### src/rtl/asi_pkg.sv
// Shared types for the ASI port: arbiter states and requester sides,
// used by the arbiter and by the read/write side logic.
package asi_pkg;

    typedef enum logic [1:0] {
        IDLE  = 2'd0,
        READ  = 2'd1,
        WRITE = 2'd2
    } arb_state_e;

    typedef enum logic {
        RGNT = 1'b0,
        WGNT = 1'b1
    } side_e;

    localparam logic [3:0] STREAK_SAT = 4'd15;

    function automatic side_e other_side(side_e s);
        return (s == RGNT) ? WGNT : RGNT;
    endfunction

endpackage

### src/rtl/asi_sat_cnt.sv
// Saturating up-counter with synchronous clear; clear wins over increment.
module asi_sat_cnt #(
    parameter int W = 16
) (
    input  logic         usr_clk,
    input  logic         usr_reset_n,
    input  logic         clr,
    input  logic         inc,
    output logic [W-1:0] cnt
);

    localparam logic [W-1:0] ONE = {{(W-1){1'b0}}, 1'b1};

    always_ff @(posedge usr_clk or negedge usr_reset_n) begin
        if (!usr_reset_n) begin
            cnt <= '0;
        end else if (clr) begin
            cnt <= '0;
        end else if (inc && (cnt != '1)) begin
            cnt <= cnt + ONE;
        end
    end

endmodule

### src/rtl/asi_port_arb.sv
// Read/write burst arbiter for the shared ASI port: burst-granular grants,
// a preferred side with a starvation limit, and grant statistics.
module asi_port_arb
    import asi_pkg::*;
#(
    parameter int AXI_AW     = 40,
    parameter int SLV_ARB    = 0,
    parameter int STARVE_MAX = 4,
    parameter int CNTW       = 16
) (
    input  logic              usr_clk,
    input  logic              usr_reset_n,
    input  logic              rd_req,
    input  logic              wr_req,
    input  logic              rd_beat,
    input  logic              rd_last,
    input  logic              wr_beat,
    input  logic              wr_last,
    input  logic [AXI_AW-1:0] rd_addr,
    input  logic [AXI_AW-1:0] wr_addr,
    output logic              rgnt,
    output logic              wgnt,
    output logic [AXI_AW-1:0] m_addr,
    input  logic              stat_clr,
    output logic [CNTW-1:0]   rd_bursts,
    output logic [CNTW-1:0]   wr_bursts,
    output logic [CNTW-1:0]   starve_hits,
    output logic              proto_err,
    output logic [1:0]        dbg_state
);

    localparam side_e      PREF       = (SLV_ARB != 0) ? RGNT : WGNT;
    localparam logic [3:0] STARVE_LIM = 4'(STARVE_MAX);

    arb_state_e state;
    arb_state_e state_nxt;
    side_e      last_side;
    side_e      grant_side;
    logic [3:0] streak;
    logic       decision;
    logic       grant_new;
    logic       forced;

    // A burst only ends on the qualified last beat of the granted side;
    // stray beats from the other side never move the state.
    always_comb begin
        decision   = (state == IDLE) ||
                     ((state == READ)  && rd_beat && rd_last) ||
                     ((state == WRITE) && wr_beat && wr_last);
        grant_new  = 1'b0;
        grant_side = PREF;
        forced     = 1'b0;
        state_nxt  = state;
        if (decision) begin
            if (rd_req && wr_req) begin
                grant_new = 1'b1;
                if ((last_side == PREF) && (streak >= STARVE_LIM)) begin
                    grant_side = other_side(PREF);
                    forced     = 1'b1;
                end
            end else if (rd_req) begin
                grant_new  = 1'b1;
                grant_side = RGNT;
            end else if (wr_req) begin
                grant_new  = 1'b1;
                grant_side = WGNT;
            end
            if (!grant_new) begin
                state_nxt = IDLE;
            end else if (grant_side == RGNT) begin
                state_nxt = READ;
            end else begin
                state_nxt = WRITE;
            end
        end
    end

    // Streak and last side survive IDLE so fairness spans idle gaps.
    always_ff @(posedge usr_clk or negedge usr_reset_n) begin
        if (!usr_reset_n) begin
            state     <= IDLE;
            rgnt      <= 1'b0;
            wgnt      <= 1'b0;
            last_side <= WGNT;
            streak    <= 4'd0;
        end else begin
            state <= state_nxt;
            rgnt  <= (state_nxt == READ);
            wgnt  <= (state_nxt == WRITE);
            if (grant_new) begin
                last_side <= grant_side;
                if (grant_side != last_side) begin
                    streak <= 4'd1;
                end else if (streak != STREAK_SAT) begin
                    streak <= streak + 4'd1;
                end
            end
        end
    end

    always_ff @(posedge usr_clk or negedge usr_reset_n) begin
        if (!usr_reset_n) begin
            proto_err <= 1'b0;
        end else if ((rd_beat && !rgnt) || (wr_beat && !wgnt)) begin
            proto_err <= 1'b1;
        end
    end

    assign m_addr    = wgnt ? wr_addr : rd_addr;
    assign dbg_state = state;

    asi_sat_cnt #(.W(CNTW)) u_rd_cnt (
        .usr_clk     (usr_clk),
        .usr_reset_n (usr_reset_n),
        .clr         (stat_clr),
        .inc         (grant_new && (grant_side == RGNT)),
        .cnt         (rd_bursts)
    );

    asi_sat_cnt #(.W(CNTW)) u_wr_cnt (
        .usr_clk     (usr_clk),
        .usr_reset_n (usr_reset_n),
        .clr         (stat_clr),
        .inc         (grant_new && (grant_side == WGNT)),
        .cnt         (wr_bursts)
    );

    asi_sat_cnt #(.W(CNTW)) u_starve_cnt (
        .usr_clk     (usr_clk),
        .usr_reset_n (usr_reset_n),
        .clr         (stat_clr),
        .inc         (grant_new && forced),
        .cnt         (starve_hits)
    );

endmodule

### config.mk
export PLATFORM = sky130hd
export DESIGN_NAME = asi_port_arb
export DESIGN_NICKNAME = d
export VERILOG_FILES = /design/src/rtl/asi_pkg.sv /design/src/rtl/asi_sat_cnt.sv /design/src/rtl/asi_port_arb.sv
export SDC_FILE = /design/constraint.sdc
export NUM_CORES = 1
export LEC_CHECK = 0
export CAP_MARGIN = 20
export CORE_MARGIN = 3
export CORE_UTILIZATION = 35
export CTS_BUF_LIST = sky130_fd_sc_hd__clkbuf_2
export DETAILED_ROUTE_END_ITERATION = 8
export PLACE_DENSITY = 0.71
export SLEW_MARGIN = 10
export SYNTH_ARGS = -nofsm -noshare
export SYNTH_HDL_FRONTEND = slang
export SYNTH_SLANG_ARGS = --single-unit
### constraint.sdc
create_clock -name usr_clk -period 4.1 [get_ports usr_clk]
set_clock_uncertainty 0.05 [all_clocks]
set_input_delay 0.82 -clock usr_clk [delete_from_list [all_inputs] [get_ports usr_clk]]
set_output_delay 0.82 -clock usr_clk [all_outputs]
set_load 0.05 [all_outputs]
==> results of run 1 <==
==> flip-flops by register name (all words and copies together), names as in the netlist <==
| signal | flops |
|---|---|
| u_rd_cnt.cnt | 16 |
| u_starve_cnt.cnt | 16 |
| u_wr_cnt.cnt | 16 |
| streak | 4 |
| dbg_state | 2 |
| last_side | 1 |
| proto_err | 1 |
| rgnt | 1 |
| wgnt | 1 |
==> kinds of logic (layout without fill, tap and decap cells) <==
kind of cell               after synthesis  after routing  synth area share
xor gates and xnor gates                18             18            0.0421
buffers and inverters                   31            219            0.0358
DFF                                     58             58             0.388
adders and majority gates                4              4            0.0134
and+or+nand+nor                        142            142             0.217
AOI/OAI and AO/OA                       90             90             0.167
muxes                                   46             46             0.137
==> synthesized netlist by cell type, types with 2 or more instances <==
library cell  instances
nor3_1                5
nor4_1                4
clkbuf_1             13
nand2_1              20
nand2b_1              3
o31ai_1               7
mux2_2               41
o21bai_1              2
dfrtp_1              57
a2111oi_0             3
or4_1                 7
xor2_1                8
a21oi_1              30
o22ai_1               2
o21a_1                2
buf_6                 2
nand3b_1              2
nand4b_1              2
nor2_1               29
nor2b_1               2
nand3_1              18
xnor2_1              10
or4_4                 2
inv_1                13
nand4_1              12
o2111ai_1             3
and2_1                4
buf_2                 2
or3_1                11
o41ai_1               2
and4_1                4
ha_1                  4
a22o_1                2
mux2i_1               5
a21o_1                5
o21ai_0              16
and3_1                9
o211ai_1              3
==> critical path, stage by stage, from the launching register on <==
cell	delay [ns]
dfrtp_1	0.35
buf_4	0.43
mux2_2	0.42
clkdlybuf4s50_1	0.71
==> power breakdown <==
part	switching, mW	total, mW	leakage (nW)	internal (mW)
Combinational	0.742	1.23	1.33	0.492
Sequential	0.0618	0.685	0.786	0.623
Clock	0.204	0.287	0.0631	0.0829
==> area by class of cell <==
type	instances	share of cell area
Tap cell	136	0.0294
Clock inverter	4	0.00324
Sequential cell	58	0.251
Timing Repair Buffer	190	0.326
Inverter	13	0.00842
Multi-Input combinational cell	300	0.372
Clock buffer	12	0.0104
==> layer usage <==
metal / part of all wire / global-route usage / vias up / wire length [µm]
li1: - / - / 1826 / -
met5: 0 / 0 / - / 0
met1: 0.39 / 0.229 / 1888 / 4740
met3: 0.089 / 0.0570 / 30 / 1100
met2: 0.49 / 0.333 / 163 / 5980
met4: 0.036 / 0.0926 / 0 / 436
==> metrics by stage <==
stage	cell area, µm²	hold WS [ns]	instances	worst slack (ns)	total power, mW
6_report	5790	0.242	713	0.853	2.21
5_1_grt	5790	0.198	713	0.688	2.34
4_1_cts	5770	0.451	712	0.790	2.22
3_5_place_dp	5700	0.432	696	0.733	1.93
3_3_place_gp	5700	0.415	696	0.863	1.91
2_1_floorplan	3740	0.421	389	1.56	1.51
==> final timing paths <==
| path | end | slack [ns] | from |
|---|---|---|---|
| min reg2reg | proto_err | 0.44 | rgnt |
| max in group asynchronous | u_starve_cnt.cnt[13] | 2.99 | usr_reset_n |
| min | u_wr_cnt.cnt[0] | 0.24 | usr_reset_n |
| min in group usr_clk | proto_err | 0.44 | rgnt |
| max reg2reg | u_wr_cnt.cnt[1] | 1.62 | u_wr_cnt.cnt[0] |
| max | m_addr[29] | 0.85 | wgnt |
==> summary.md, run 1 <==
| Metric | Value |
|---|---|
| Ports | 182 |
| Max Cap Violations | 0 |
| Seq. cell area | 1450 µm² |
| Number of flops mapped to enable cells by yosys | 0 |
| Top cells by area, synth | dfrtp_1 38%, mux2_2 12%, a21oi_1 4.0%, nor2_1 2.9%, nand3_1 2.4% |
| Lkg Pwr | 2.18 nW |
| Tmin final | 3.25 ns |
| Yosys warnings | 0 |
| Endpoints failing hold | 0 |
| Commonest non-fill, non-tap cell in the layout | clkdlybuf4s50_1 |
| GPL Wtd Cong | 0.807 |
| Number of hold buffers added after CTS | 0 |
| Synth Flop Type | dfrtp_1 |
| Filler cells | 924 |
| DR vias/cell | 5.48 |
| Multi-input logic area | 2160 µm² |
| DR vias | 3,907 |
| Cells after Synth | 389 |
| Critical Path RT | 3.23 ns |
| Avg Cell Area, Syn | 9.62 µm² |
| CTS Root Cell | clkbuf_2 |
| Status | complete, no violations |
| Utilization after layout | 0.559 |
| WL final | 12,300 µm |
| VDD IR-drop max | 0.000229 V |
| Rows | 37 |
| Worst-Margin Slew | 0.799 ns |
| Sequential share of the synthesized area | 0.388 |
| Synthesized net count | 482 |
| Post-route antenna net violation count | 0 |
| Setup_tns | 0 ns |
| CP endpoint kind | output pin |
| CTS Buf Count | 9 |
| Die Wd | 109 µm |
| Relative slew slack | 0.465 |
| Total gr overflow | 0 |
| DR pass1 iterations | 4 |
| Top-area cell type share of the netlist area | 0.381 |
| Largest net degree at the start of global routing | 47 |
| Most frequent cells in the layout | 180 x clkdlybuf4s50_1, 57 x dfrtp_1, 41 x mux2_2, 30 x a21oi_1, 29 x nor2_1 |
| Vias in the first global route | 3,699 |
| Synth-to-Final Area Change | 54.8% |
| Number of setup buffers added after CTS | 0 |
| Die Ht | 109 µm |
| Diodes inserted | 0 |
| Setup CP Type | reg -> out |
| First-pass GRT wire length | 18,700 µm |
| Iteration-0 DRC Markers | 168 |
| Worst EP arrival | 2.38 ns |
| Remaining DRCs | 0 |
| Initial core utilization | 0.361 |
| H-Tree Depth | 3 |
| Yosys reg bits | 58 |
| # resized after CTS | 0 |
| Initial antenna violation count | 0 |
| Max FO, Critical Path | 42 |
| Max Freq | 308 MHz |
| Total GRT Usage | 0.197 |
| Worst setup SP type | register |
| Clock-pin slew on the worst setup and hold paths | 0.17 ns |
| Detailed placement HPWL | 9470 µm |
| RSZ-0062 raised after global routing | no |
| Final Setup Violations | 0 |
| Max Root-Sink Buffers | 2 |
| CTS sink cnt | 58 |
| Worst-skew pair later-pin latency | 0.47 ns |
| Max-slew violations | 0 |
| Period utilization | 0.792 |
| Area of the core | 10,400 µm² |
| Count of cell types in the netlist | 61 |
| Avg WL per Cell | 17.2 µm |
| Die ar. | 12,000 µm² |
| Final #Nets | 665 |
| Number of I/O port buffers | 181 |
| Area leader, netlist | dfrtp_1 |
| Synthesized cell area | 3740 µm² |
| Type of the tightest min-delay check | in -> async |
| Async SR Flop Fraction | 1.00 |
| Layout cells sized above 1 | 0.140 |
| CTS tree | done |
| PD cells | 381 nW/µm² |
| Reg2reg path depth | 6 |
No activity file was read; power rests on OpenSTA's default activity.
==> inputs of run 2 (changes only) <==
==> constraint.sdc (replaced) <==
create_clock -name usr_clk -period 3.1 [get_ports usr_clk]
set_clock_uncertainty 0.05 [all_clocks]
set_input_delay 0.62 -clock usr_clk [delete_from_list [all_inputs] [get_ports usr_clk]]
set_output_delay 0.62 -clock usr_clk [all_outputs]
set_load 0.05 [all_outputs]
==> summary.md, run 2 (synthesis gave the netlist of run 1 again) <==
| Metric | Value |
|---|---|
| Tmin final | 2.58 ns |
| Worst EP arrival | 1.91 ns |
| GPL Wtd Cong | 0.852 |
| Type of the tightest min-delay check | in -> async |
| Most frequent cells in the layout | 139 x clkdlybuf4s50_1, 57 x dfrtp_1, 41 x mux2_2, 40 x buf_12, 30 x a21oi_1 |
| Number of setup buffers added after CTS | 0 |
| CP endpoint kind | output pin |
| Max Root-Sink Buffers | 2 |
| Initial core utilization | 0.361 |
| PD cells | 535 nW/µm² |
| Die ar. | 12,000 µm² |
| Period utilization | 0.831 |
| Die Wd | 109 µm |
| CTS tree | done |
| Largest net degree at the start of global routing | 46 |
| Clock power share | 0.135 |
| Sequential share of power | 0.272 |
| Number of I/O port buffers | 181 |
| Initial antenna violation count | 1 |
| Final Setup Violations | 0 |
| Largest registers | u_rd_cnt.cnt: 16 flops, u_starve_cnt.cnt: 16 flops, u_wr_cnt.cnt: 16 flops |
| Setup_tns | 0 ns |
| Lkg Pwr | 2.42 nW |
| Max FO, Critical Path | 42 |
| RSZ-0062 raised after global routing | no |
| Number of hold buffers added after CTS | 0 |
| Filler cells | 904 |
| Critical Path RT | 2.43 ns |
| Max Freq | 388 MHz |
| Comb pwr share | 0.593 |
| Detailed placement HPWL | 9970 µm |
| Multi-input logic area | 2160 µm² |
| DR pass1 iterations | 4 |
| Post-route antenna net violation count | 0 |
| Remaining DRCs | 0 |
| WHS | 0.0526 ns |
| Rows | 37 |
| Avg WL per Cell | 17.7 µm |
| Endpoints failing hold | 0 |
| Seq. cell area | 1450 µm² |
| Area of the core | 10,400 µm² |
| Layout cells sized above 1 | 0.211 |
| Total gr overflow | 0 |
| Worst setup SP type | register |
| H-Tree Depth | 3 |
| CTS Root Cell | clkbuf_2 |
| # resized after CTS | 0 |
| WL final | 12,600 µm |
| Clock-pin slew on the worst setup and hold paths | 0.18 ns |
| First-pass GRT wire length | 18,800 µm |
| Placement Cell Area | 6120 µm² |
| DR vias/cell | 5.32 |
| Synth-to-Final Area Change | 66.7% |
| Ports | 182 |
| Iteration-0 DRC Markers | 202 |
| Final instance area | 6240 µm² |
| Sw Ratio | 0.426 |
| Vias in the first global route | 3,720 |
| Total GRT Usage | 0.202 |
| DR vias | 3,806 |
| Max-slew violations | 0 |
| Final #Nets | 668 |
| Worst-Margin Slew | 0.613 ns |
| Status | complete, no violations |
| Relative slew slack | 0.590 |
| Max Cap Violations | 0 |
| Internal power | 1.92 mW |
| Worst-skew pair later-pin latency | 0.49 ns |
| CTS Buf Count | 9 |
| Commonest non-fill, non-tap cell in the layout | clkdlybuf4s50_1 |
| Die Ht | 109 µm |
| Setup CP Type | reg -> out |
| NetSw | 1.42 mW |
| VDD IR-drop max | 0.000288 V |
| CTS sink cnt | 58 |
-- run 2: power by group through the flow --
| stage | logic (mW) | clock network (mW) | registers [mW] |
|---|---|---|---|
| 6_report | 1.98 | 0.450 | 0.909 |
| 5_1_grt | 2.07 | 0.503 | 0.924 |
| 4_1_cts | 1.99 | 0.470 | 0.910 |
| 3_3_place_gp | 1.96 | 0 | 0.917 |
| 3_5_place_dp | 1.98 | 0 | 0.924 |
| 2_1_floorplan | 0.977 | 0 | 1.02 |
-- run 2: worst max-delay path, stage by stage (launching register included) --
cell and delay (ns):
dfrtp_1 0.36, buf_4 0.43, mux2_2 0.44, buf_12 0.16
-- run 2: final timing paths --
| check | startpoint | endpoint | slack, ns | cells past startpoint |
|---|---|---|---|---|
| setup / recovery | wgnt | m_addr[29] | 0.52 | 3 |
| max in group asynchronous | usr_reset_n | u_wr_cnt.cnt[13] | 2.25 | 3 |
| setup reg to reg | u_wr_cnt.cnt[0] | u_wr_cnt.cnt[8] | 0.61 | 6 |
| min in group usr_clk | rgnt | proto_err | 0.44 | 1 |
| hold reg to reg | rgnt | proto_err | 0.44 | 1 |
| hold / removal | usr_reset_n | u_rd_cnt.cnt[8] | 0.05 | 1 |
-- run 2: cell type report --
type                    instances  share of cell area
clock buffers                  10             0.00802
well taps                     136              0.0273
repair buffers                193               0.371
clock inverters                 5             0.00742
flip-flops and latches         58               0.233
multi-input cells             300               0.346
diodes                          1            0.000401
inverters                      13             0.00782
-- run 2: per-layer routing --
metal / vias up / global-route usage / routed length, µm
met5: - / 0 / 0
met4: 0 / 0.0721 / 181
met3: 15 / 0.0599 / 1060
met2: 148 / 0.354 / 6440
met1: 1802 / 0.232 / 4970
li1: 1841 / - / -
-- run 2: per-stage QoR --
| step | utilization | worst slack (ns) | std cells | power, mW |
|---|---|---|---|---|
| after global routing | 0.602 | 0.424 | 716 | 3.50 |
| final | 0.602 | 0.523 | 716 | 3.34 |
| after global placement | 0.590 | 0.306 | 699 | 2.88 |
| after CTS | 0.599 | 0.461 | 714 | 3.37 |
| after detailed placement | 0.590 | 0.201 | 699 | 2.91 |
| after floorplan | - | 0.656 | 389 | 1.99 |
==> patch 1 (config.mk and constraints of run 2) <==
The parameter `AXI_AW` goes from 40 to 80.
--- a/src/rtl/asi_port_arb.sv
+++ b/src/rtl/asi_port_arb.sv
@@ -3,7 +3,7 @@
 module asi_port_arb
     import asi_pkg::*;
 #(
-    parameter int AXI_AW     = 40,
+    parameter int AXI_AW     = 80,
     parameter int SLV_ARB    = 0,
     parameter int STARVE_MAX = 4,
     parameter int CNTW       = 16
Ports: changed (resized m_addr, rd_addr and wr_addr); port bits go from 182 to 302. No check against the original RTL was run, so the function may have changed too.
==> patch 1 against run 2 <==
Setup slack worse by 0.34 ns; routed wire length up 60%; final area up 17%; largest cell class unchanged; maximum frequency down 12%; sequential power up 3.2%; critical path depth down 1; sequential cell count unchanged; area after synthesis up 6.8%; total power up 24%; highest routed layer unchanged; cell count up 23%; via count up 24%.
==> patch 1: results (changes against run 2) <==
* Overall Global Routing Usage at 0.309 (+0.108)
* Share of cells above drive strength 1 at 0.217 (+0.00650)
* Unique masters post-synth at 44 (-28%)
* Slowest-stage cell, CP: clkdlybuf4s50_1
* Port Buffers at 301 (+66%)
* Post-synth top cells: 81 x mux2_2, 57 x dfrtp_1, 30 x a21oi_1
* Synth Net Count at 592 (+23%)
* DPL Wire Length at 17,200 µm (+73%)
* Vias after detailed routing at 4,719 (+24%)
* Register area share after synthesis at 0.363 (-0.0245)
* 1st-iter DRT viols at 269 (+33%)
* Initial antenna violation count at 11 (+10)
* Worst EP arrival at 2.24 ns (+0.33 ns)
* WL final at 20,200 µm (+60%)
* Gpl congestion at 0.971 (+14%)
* # resized after CTS at 25 (+25)
* Max-slew headroom at 0.491 (-0.0989)
* R2R cell count at 7 (+1)
* Largest net degree at the start of global routing at 35 (-24%)
* Status: finished, final reports clean
* Synth top area cells: dfrtp_1 36%, mux2_2 23%, a21oi_1 3.8%, or3_1 3.1%, nor2_1 2.5%
* Maximum vdd drop at 0.380 mV (+32%)
* Static leakage at 2.86 nW (+18%)
* Nets at 901 (+35%)
* Worst Path Max Fanout at 34 (-19%)
## patch 1: cell types whose count changed after synthesis, moves of 6 or more
| cell | delta |
|---|---|
| mux2_2 | +40 |
| and3_1 | -8 |
| xnor2_1 | -6 |
| or3_1 | +9 |
## patch 1: worst paths after layout
| path | from | to | slack, ns |
|---|---|---|---|
| min in group usr_clk | rgnt | proto_err | 0.43 |
| worst max-delay path | wgnt | wgnt | 0.19 |
| max in group asynchronous | usr_reset_n | u_rd_cnt.cnt[14] | 2.24 |
| worst min register to register | rgnt | proto_err | 0.43 |
| worst min-delay path | usr_reset_n | u_starve_cnt.cnt[9] | 0.13 |
| worst max register to register | u_starve_cnt.cnt[0] | u_starve_cnt.cnt[1] | 0.54 |
## patch 1: cells by family after synthesis
family                     Yosys count  synth area share
muxes                               87             0.244
adders and majority gates            4            0.0125
buffers and inverters               36            0.0344
and+or+nand+nor                    135             0.180
DFF                                 58             0.363
xor gates and xnor gates            15            0.0329
AOI/OAI and AO/OA                   84             0.132
## patch 1: metal layers
layer,GRT usage,vias to the layer above,part of all wire
met5,0,-,0
met4,0.165,0,0.041
met3,0.0519,37,0.061
met2,0.572,205,0.55
met1,0.335,2279,0.35
li1,-,2198,-
## patch 1: stage by stage
stage | setup WS [ns] | cells | utilization | total power (W) | instance area [µm²]
detailed placement | 0.225 | 857 | 0.651 | 0.00358 | 7150
global route | 0.0982 | 883 | 0.665 | 0.00431 | 7300
global placement | 0.290 | 857 | 0.651 | 0.00356 | 7150
CTS | 0.160 | 872 | 0.662 | 0.00415 | 7270
floorplan | 0.590 | 419 | - | 0.00260 | 4000
finish | 0.186 | 883 | 0.665 | 0.00414 | 7300
## patch 1: power breakdown
part | internal (W) | switching (W) | total, W
registers | 0.000824 | 0.000114 | 0.000938
clock network | 0.000340 | 0.000285 | 0.000625
logic | 0.000978 | 0.00160 | 0.00257
total | 0.00214 | 0.00200 | 0.00414
## patch 1: final cells by class
class                   instances  share of cell area
diodes                         11             0.00377
clock buffers                   9             0.00617
clock inverters                 6              0.0146
inverters                      18             0.00925
multi-input cells             325               0.330
flip-flops and latches         58               0.199
well taps                     140              0.0240
repair buffers                316               0.413
==> patch 2 (flow settings as in run 2) <==
Without the edit above. Put one more register stage on the output `proto_err`, cleared by the reset. The value now appears one clock later. The other outputs are not delayed to match.
--- a/src/rtl/asi_port_arb.sv
+++ b/src/rtl/asi_port_arb.sv
@@ -31,6 +31,8 @@
 
     localparam side_e      PREF       = (SLV_ARB != 0) ? RGNT : WGNT;
     localparam logic [3:0] STARVE_LIM = 4'(STARVE_MAX);
+
+    logic proto_err_s0;
 
     arb_state_e state;
     arb_state_e state_nxt;
@@ -100,9 +102,9 @@
 
     always_ff @(posedge usr_clk or negedge usr_reset_n) begin
         if (!usr_reset_n) begin
-            proto_err <= 1'b0;
+            proto_err_s0 <= 1'b0;
         end else if ((rd_beat && !rgnt) || (wr_beat && !wgnt)) begin
-            proto_err <= 1'b1;
+            proto_err_s0 <= 1'b1;
         end
     end
 
@@ -133,5 +135,13 @@
         .cnt         (starve_hits)
     );
 
+    always_ff @(posedge usr_clk or negedge usr_reset_n) begin
+        if (!usr_reset_n) begin
+            proto_err <= '0;
+        end else begin
+            proto_err <= proto_err_s0;
+        end
+    end
+
 endmodule
 
Formal check against the unedited RTL: not equivalent (Yosys sat finds a counterexample within 4 cycles, from zero or initial values and one cycle with usr_reset_n low).
==> patch 2 against run 2 <==
Die area grew 0.63%; cell count grew 0.14%; first-iteration DRC count grew 18%; setup slack gained 0.013 ns; sequential cell count grew 1; clock power shrank 9.1%; area after synthesis grew 0.67%; final area is essentially flat; routed wire length grew 3.1%; sequential power grew 2%; total power shrank 0.66%; via count grew 2.0%; synthesized cell count grew 0.26%; critical path type unchanged; critical endpoint is now m_addr[7]; largest cell class unchanged.
==> patch 2: results (changes against run 2) <==
* Root buffer cell: clkbuf_2
* Number of buffers added for setup after CTS at 0 (unchanged)
* Vias after detailed routing at 3,882 (+2.0%)
* Clock-pin slew on the worst setup and hold paths at around 0.19 ns
* Crit share post-route at 0.827 (-0.00420)
* Synth Net Count at 483 (+0.21%)
* DPL Wire Length at 10,500 µm (+5.1%)
* Slowest-stage cell, CP: mux2_2
* Clock buffer count from CTS at 9 (unchanged)
* Maximum vdd drop at 0.316 mV (+9.7%)
* Port Buffers at 181 (unchanged)
* Antenna cell count at 0 (-1)
* Biggest regs: u_rd_cnt.cnt (16), u_starve_cnt.cnt (16), u_wr_cnt.cnt (16)
* Yosys warns at 0 (unchanged)
* WL final at 13,000 µm (+3.1%)
* Synth top area cells: dfrtp_1 39%, mux2_2 12%, a21oi_1 4.0%, nor2_1 2.9%, nand3_1 2.4%
* Register area share after synthesis at 0.392 (+0.00406)
* Initial antenna violation count at 0 (-1)
* Largest net degree at the start of global routing at 43 (-6.5%)
* Max incr delay on CP at 0.45 ns
* # resized after CTS at 0 (unchanged)
* Static leakage at 2.41 nW (-0.56%)
* Post-synth top cells: 58 x dfrtp_1, 41 x mux2_2, 30 x a21oi_1
* Overall Global Routing Usage at 0.211 (+0.00968)
* H-tree levels at 3 (unchanged)
* Worst hold stages at 0
* Worst EP arrival at 1.89 ns (-0.02 ns)
* Worst Path Max Fanout at 42 (unchanged)
* Share of cells above drive strength 1 at 0.212 (+0.000996)
* Clock Latency Late Sink at 0.49 ns (about the same)
* R2R cell count at 6 (unchanged)
* Nets at 669 (+0.15%)
* Hold/Removal Path Class: reg2reg
* Initial DRT Pass Iterations at 4 (unchanged)
* Async set or reset register ratio after synthesis at 1.00 (unchanged)
* DP Worst Slack at 0.250 ns (+0.0496 ns)
* Status: finished, final reports clean
* Unique masters post-synth at 61 (unchanged)
* First-pass GRT wire length at 19,700 µm (+4.8%)
* Vias in the first global route at 3,840 (+3.2%)
* Gpl congestion at 0.790 (-7.3%)
* Max-slew headroom at 0.465 (-0.125)
* Clk buf depth at 2 (unchanged)
* 1st-iter DRT viols at 239 (+18%)
-- patch 2: cell types whose count changed in the layout (fill, tap and decap cells not counted), sizes merged --
cell	change
buf	-1
bufinv	-1
clkbuf	-1
clkinv	-1
clkinvlp	+3
dfrtp	+1
diode	-1
dlygate4sd3	+1
inv	+1
-- patch 2: final timing paths --
path / startpoint / endpoint / slack (ns)
min in group asynchronous: usr_reset_n / u_starve_cnt.cnt[13] / 0.50
hold / removal: proto_err_s0 / proto_err / 0.38
setup reg to reg: u_wr_cnt.cnt[0] / u_wr_cnt.cnt[1] / 0.59
hold reg to reg: proto_err_s0 / proto_err / 0.38
max in group asynchronous: usr_reset_n / u_wr_cnt.cnt[3] / 1.78
setup / recovery: wgnt / m_addr[7] / 0.54
-- patch 2: logic make-up after synthesis --
| group | share of synthesized area |
|---|---|
| AND/OR/NAND/NOR | 0.215 |
| buffers and inverters | 0.0355 |
| AO/OA/AOI/OAI | 0.166 |
| XOR/XNOR | 0.0418 |
| flip-flops | 0.392 |
| adder cells (fa/ha/maj) | 0.0133 |
| multiplexers | 0.136 |
-- patch 2: layout make-up --
type	instances	area, µm²
fillers	883	4180
repair buffers	193	2300
multi-input cells	300	2160
flip-flops and latches	59	1480
well taps	136	170
inverters	13	48.8
clock buffers	9	45.0
clock inverters	7	43.8
-- patch 2: report_power, final --
part           internal, W  switching [W]  total [W]
clock network     0.000101       0.000309   0.000409
registers         0.000837      0.0000869   0.000924
logic             0.000911        0.00107    0.00198
-- patch 2: through the flow --
step / std cells / cell area [µm²] / util / hold slack [ns]
2_1_floorplan: 390 / 3770 / - / 0.274
3_3_place_gp: 700 / 6140 / 0.590 / 0.315
3_5_place_dp: 700 / 6140 / 0.590 / 0.329
4_1_cts: 717 / 6240 / 0.599 / 0.381
5_1_grt: 717 / 6240 / 0.599 / 0.396
6_report: 717 / 6240 / 0.599 / 0.382
-- patch 2: critical path: cells and delay by family, from the launching register on --
family / cells / cell delay (ns)
muxes: 1 / 0.45
buffers and inverters: 2 / 0.59
DFF: 1 / 0.36
-- patch 2: routing by layer --
metal	track usage	vias up	routed length, µm
met4	0.0525	0	189
met5	0	-	0
met2	0.386	192	6770
met3	0.0593	15	1180
li1	-	1836	-
met1	0.242	1839	4890
-- patch 2: timing repair --
action	CTS	global route
hold buffers	1	0
endpoints found under the setup margin	0	0
endpoints found under the hold margin	16	0
